<file path="config.mk">
export PLATFORM = sky130hd
export DESIGN_NAME = rtu_rob_ctrl
export DESIGN_NICKNAME = d
export VERILOG_FILES = /design/src/rtl/rtu_rob_ctrl.sv
export SDC_FILE = /design/constraint.sdc
export NUM_CORES = 1
export LEC_CHECK = 0
export ABC_CLOCK_PERIOD_IN_PS = 3000
export CAP_MARGIN = 20
export CORE_UTILIZATION = 45
export DETAILED_ROUTE_END_ITERATION = 6
export DONT_BUFFER_PORTS = 1
export MAX_ROUTING_LAYER = met4
export PLACE_DENSITY = 0.59
export SLEW_MARGIN = 20
export SYNTH_ARGS = -nofsm -noshare
export SYNTH_HDL_FRONTEND = slang
export SYNTH_SLANG_ARGS = --single-unit
</file>
<file path="constraint.sdc">
create_clock -name clk -period 3 [get_ports clk]
set_clock_uncertainty 0.1 [all_clocks]
set_input_delay 0.3 -clock clk [delete_from_list [all_inputs] [get_ports clk]]
set_output_delay 0.3 -clock clk [all_outputs]
set_load 0.02 [all_outputs]
</file>
<file path="src/rtl/rtu_rob_ctrl.sv">
// rtu_rob_ctrl: ROB tail/head/count sequencing with flush -> recover state machine
module rtu_rob_ctrl #(
  parameter int ENTRY_NUM = 8,
  parameter int PTR_W = 3
) (
  input  logic                 clk,
  input  logic                 rst_clk,
  input  logic                 idu_create_req,
  input  logic                 ext_flush_req,
  input  logic [ENTRY_NUM-1:0] entry_retire_vld,
  input  logic [ENTRY_NUM-1:0] entry_flush_vld,
  output logic [ENTRY_NUM-1:0] rob_create_sel,
  output logic [ENTRY_NUM-1:0] head_iid_ptr_cur_vld,
  output logic [PTR_W-1:0]     create_iid,
  output logic [PTR_W-1:0]     head_iid,
  output logic [PTR_W:0]       entry_cnt,
  output logic                 rob_full,
  output logic                 rob_empty,
  output logic                 rtu_idu_stall,
  output logic                 rtu_global_flush,
  output logic                 retire_err
);
  typedef enum logic [1:0] {RUN, FLUSH, RECOVER} state_t;
  state_t state, state_nxt;
  logic [PTR_W-1:0] tail, head;
  logic [PTR_W:0] cnt;
  logic [ENTRY_NUM-1:0] head_oh;
  logic flush_trig, run, create_acc, ret_acc, err_cond;
  always_comb begin
    run = state == RUN;
    flush_trig = |entry_flush_vld | ext_flush_req;
    state_nxt = run ? (flush_trig ? FLUSH : RUN) : state == FLUSH ? RECOVER : RUN;
    head_oh = ENTRY_NUM'(1) << head;
    rob_full = cnt == (PTR_W+1)'(ENTRY_NUM);
    rob_empty = cnt == '0;
    create_acc = idu_create_req & run & ~rob_full & ~flush_trig;
    ret_acc = entry_retire_vld[head] & run & ~rob_empty;
    err_cond = |(entry_retire_vld & ~head_oh) | (rob_empty & |entry_retire_vld);
    rob_create_sel = create_acc ? ENTRY_NUM'(1) << tail : '0;
    head_iid_ptr_cur_vld = run ? head_oh : '0;
    create_iid = tail;
    head_iid = head;
    entry_cnt = cnt;
    rtu_idu_stall = rob_full | ~run | flush_trig;
    rtu_global_flush = state == FLUSH;
  end
  always_ff @(posedge clk) begin
    if (rst_clk) begin
      state <= RUN;
      tail <= '0;
      head <= '0;
      cnt <= '0;
      retire_err <= 1'b0;
    end else begin
      state <= state_nxt;
      if (err_cond) retire_err <= 1'b1;
      if (state == FLUSH) begin
        tail <= '0;
        head <= '0;
        cnt <= '0;
      end else begin
        tail <= tail + PTR_W'(create_acc);
        head <= head + PTR_W'(ret_acc);
        cnt <= cnt + (PTR_W+1)'(create_acc) - (PTR_W+1)'(ret_acc);
      end
    end
  end
endmodule

</file>
==> impl_results.md, run 1 <==
- Run status: finished, final reports clean
- Cell Rows: 16
- Diodes inserted: 0
- Final Max Slew Viols: 0
- Final GP Congestion: approximately 0.8
- Critical hold path startpoint: entry_flush_vld[6]
- Pre-Repair DR Iteration Count: 4
- Number of endpoints with negative hold slack in the final report: 0
- Tightest Hold Check Type: in2reg
- Half-perimeter wire length after placement: approximately 1.7 mm
- Crit share post-route: roughly nine tenths
- Floorplan Core Area: about 2000 um2
- Die span in x: 48.8 um
- Post-route setup slack: 0.291 ns
- Critical Setup Path Class: reg2reg
- Fraction of post-synthesis cell area in the top cell type by area: between 20% and 30%
- Number of sinks on the clock net: 13
- Fraction of synthesis flops using an asynchronous set or reset pin: 0%
- Commonest register cell after synthesis: dfxtp_1
- Worst hold endpoint: state[0]$_SDFF_PP0_
- Number of flops mapped to enable cells by yosys: 0
- Slew Limit Headroom: 58.2%
- Static Leakage: between 0.4 and 0.5 nW
- Ratio of cells with drive above 1 in the final layout: between 20% and 30%
- Launching point of the worst reg2reg path: head_iid[0]$_SDFF_PP0_
- Starting utilization of the core area: around half
- Worst setup timing slack at the placement stage: approximately 0.27 ns
- Post-CTS clock slew at the launch and capture registers of the worst setup and hold paths: ~0.080 ns
- Antenna violations before repair: 0
- Final Util: between 50% and 60%
- Number of post-CTS setup repair buffers: 0
- Area overhead of the layout relative to synthesis: 15.1%
- Antenna viol nets, final: 0
- Final setup fails: 0
- CTS buffer count: 3
- Number of cells produced by synthesis: between 100 and 150
- Most frequent cell after synthesis: nor2_1
- End of the worst register-to-register path: entry_cnt[2]$_SDFF_PP0_
- Starting DRC count in detailed routing: 6
- Clk root buf: clkbuf_4
- Busiest grt layer: met2
- Worst endpoint required time: 3.08 ns
- Final sum of negative setup slack: 0 ns
- Final Total Pwr: ~0.60 mW
- CTS tree: done
- Total global-route track usage: between 20% and 30%
- Netlist area before placement: ~1000 um2
- Io pins: a little over 50
- Area of the die: ~2400 um2
- Element type at the critical path start: register
- Pin count of the biggest net entering global routing: 11
- Main area contributors after synthesis: dfxtp_1, ha_1, nor2_1
- Remaining routing DRC violations: 0
- VDD IR-drop max: 0.415 mV
- H-Tree Level Count: 1
- Number of global-route vias before repair: between 800 and 900
- Yosys synthesis warning count: 0
- Most Frequent Cell on Critical Path: ha_1
- Routed wire length: around 2.1 mm
- Placed cells: between 100 and 150
- Clk buf depth: 2
- Routed wire length per instance: between 10 and 15 um
- Total vias in the final route: between 800 and 900
- Master of the slowest instance on the critical path: dfxtp_1
- Non-filler cells in the finished layout: 150
- Die extent in y: between 40 and 50 um
- FMAX: ~370 MHz
- Worst-case register-to-register setup slack: approximately 0.29 ns
- Arrival time at the worst endpoint: around 2.8 ns
- Proportion of synthesized chip area in sequential cells: between 20% and 30%
- Worst hold path cell count: 2
- Number of buffers added on ports: 0
- Mean cell area of the mapped netlist: a little over 9 um2
- Setup repair after global routing missed its margin: false
- Routing usage on met1: between 20 and 25%
- Final std cell area, no fill: 1130 um2
- Clock insertion delay at the later pin of the skew report: 0.29 ns
- Global Route met2 Usage: 32.9%
- Distinct cell type count of the synthesized netlist: 35
- CP max stage delay: around 0.56 ns
- Nets in the synthesized netlist: 140
- Fraction of met3 tracks used by global routing: roughly 6.9%
- Leading post-synthesis cells by instance count: nor2_1, dfxtp_1, ha_1
- Worst reg2reg path depth: 9
- Hold_ws: 0.144 ns
- First-pass GRT wire length: between 3 and 4 mm
- Via density per instance: 5.72
- Flip-flop and latch count after synthesis: 13
- Cell type contributing the most total cell area after synthesis: dfxtp_1
- Post-layout nets: between 150 and 200
- Total power density per cell area: about 530 nW/um2
- Total congestion overflow after global routing: 0
- Critical-path cell list: mux4_2, mux2i_1, nor4_1, ha_1, inv_1, ha_1, fa_1, xnor2_1, nor2_1
- Number of max-cap violations: 0
- Minimum clock period: roughly 2.7 ns
- Transition time at the pin with the least slew margin: slightly above 0.6 ns
- Critical path endpoint category: register
- Top fanout value on the critical path: 10
- Total cell area at the placement stage: 1100 um2
==> area by class of cell <==
class                           count  area, um2
Clock inverter                      1       5.00
Tap cell                           27       33.8
Multi-Input combinational cell     86        687
Timing Repair Buffer               13        100
Inverter                            7       26.3
Sequential cell                    13        260
Fill cell                         192        867
Clock buffer                        3       22.5
==> report_power, final <==
group	total, mW	internal (mW)	switching (mW)	leakage, nW
Sequential	0.222	0.192	0.0296	0.106
Clock	0.111	0.0496	0.0616	0.0177
Combinational	0.270	0.121	0.150	0.331
Total	0.603	0.363	0.241	0.455
==> flip-flops by register name (all words and copies together), names as in the netlist <==
| name | count |
|---|---|
| entry_cnt | 4 |
| create_iid | 3 |
| head_iid | 3 |
| state | 2 |
| retire_err | 1 |
==> cell families after synthesis <==
group,synth area share [%]
XOR/XNOR,3.55
AND/OR/NAND/NOR,38.8
AO/OA/AOI/OAI,5.84
buffers and inverters,3.93
multiplexers,6.73
adder cells (fa/ha/maj),14.7
flip-flops,26.4
==> critical path, delay by kind of cell, from the launching register on <==
family | cells | cell delay, ns
and+or+nand+nor | 2 | 0.15
DFF | 1 | 0.56
xor gates and xnor gates | 1 | 0.14
buffers and inverters | 1 | 0.04
muxes | 2 | 0.72
adders and majority gates | 3 | 0.89
==> timing repair <==
item	4_1_cts	5_1_grt
gates resized for setup	0	0
hold buffers	1	0
endpoints found under the hold margin	3	0
==> layer usage <==
metal	up-vias	share of wire [%]
met5	-	0
met4	0	2.1
met3	5	9.2
met2	37	46
met1	398	43
li1	418	-
==> layout by cell type, fill, tap and decap left out, drive strengths merged <==
master / count
nor4: 7
nor3b: 4
a21oi: 1
nor3: 6
clkinv: 1
nand3: 2
mux4: 2
a211oi: 1
a22oi: 1
and2: 6
or4: 1
xnor2: 4
fa: 1
ha: 10
a21o: 1
nand4: 1
mux2: 1
inv: 7
nor2: 16
nand3b: 1
nand2: 5
a221oi: 1
nor4b: 2
a41oi: 1
buf: 12
clkbuf: 3
nand2b: 4
o22ai: 2
dlygate4sd3: 1
or3: 4
dfxtp: 13
mux2i: 1
==> worst max-delay path by stage <==
stage                                  startpoint  slack, ns                      end  cells past startpoint
after floorplan           entry_cnt[3]$_SDFF_PP0_       0.24  entry_cnt[1]$_SDFF_PP0_                      9
after global placement         entry_flush_vld[2]       0.31  entry_cnt[2]$_SDFF_PP0_                      9
after detailed placement       entry_flush_vld[2]       0.27  entry_cnt[2]$_SDFF_PP0_                      9
after CTS                  head_iid[0]$_SDFF_PP0_       0.27  entry_cnt[2]$_SDFF_PP0_                      9
after global routing       head_iid[0]$_SDFF_PP0_       0.13  entry_cnt[2]$_SDFF_PP0_                      9
final                      head_iid[0]$_SDFF_PP0_       0.29  entry_cnt[2]$_SDFF_PP0_                      9
(Power assumes the default switching activity.)
==> inputs of run 2 (changes only) <==
- TNS_END_PERCENT: default -> 20
==> results of run 2 <==
The final DEF is identical to that of run 1; final timing and power are the same.
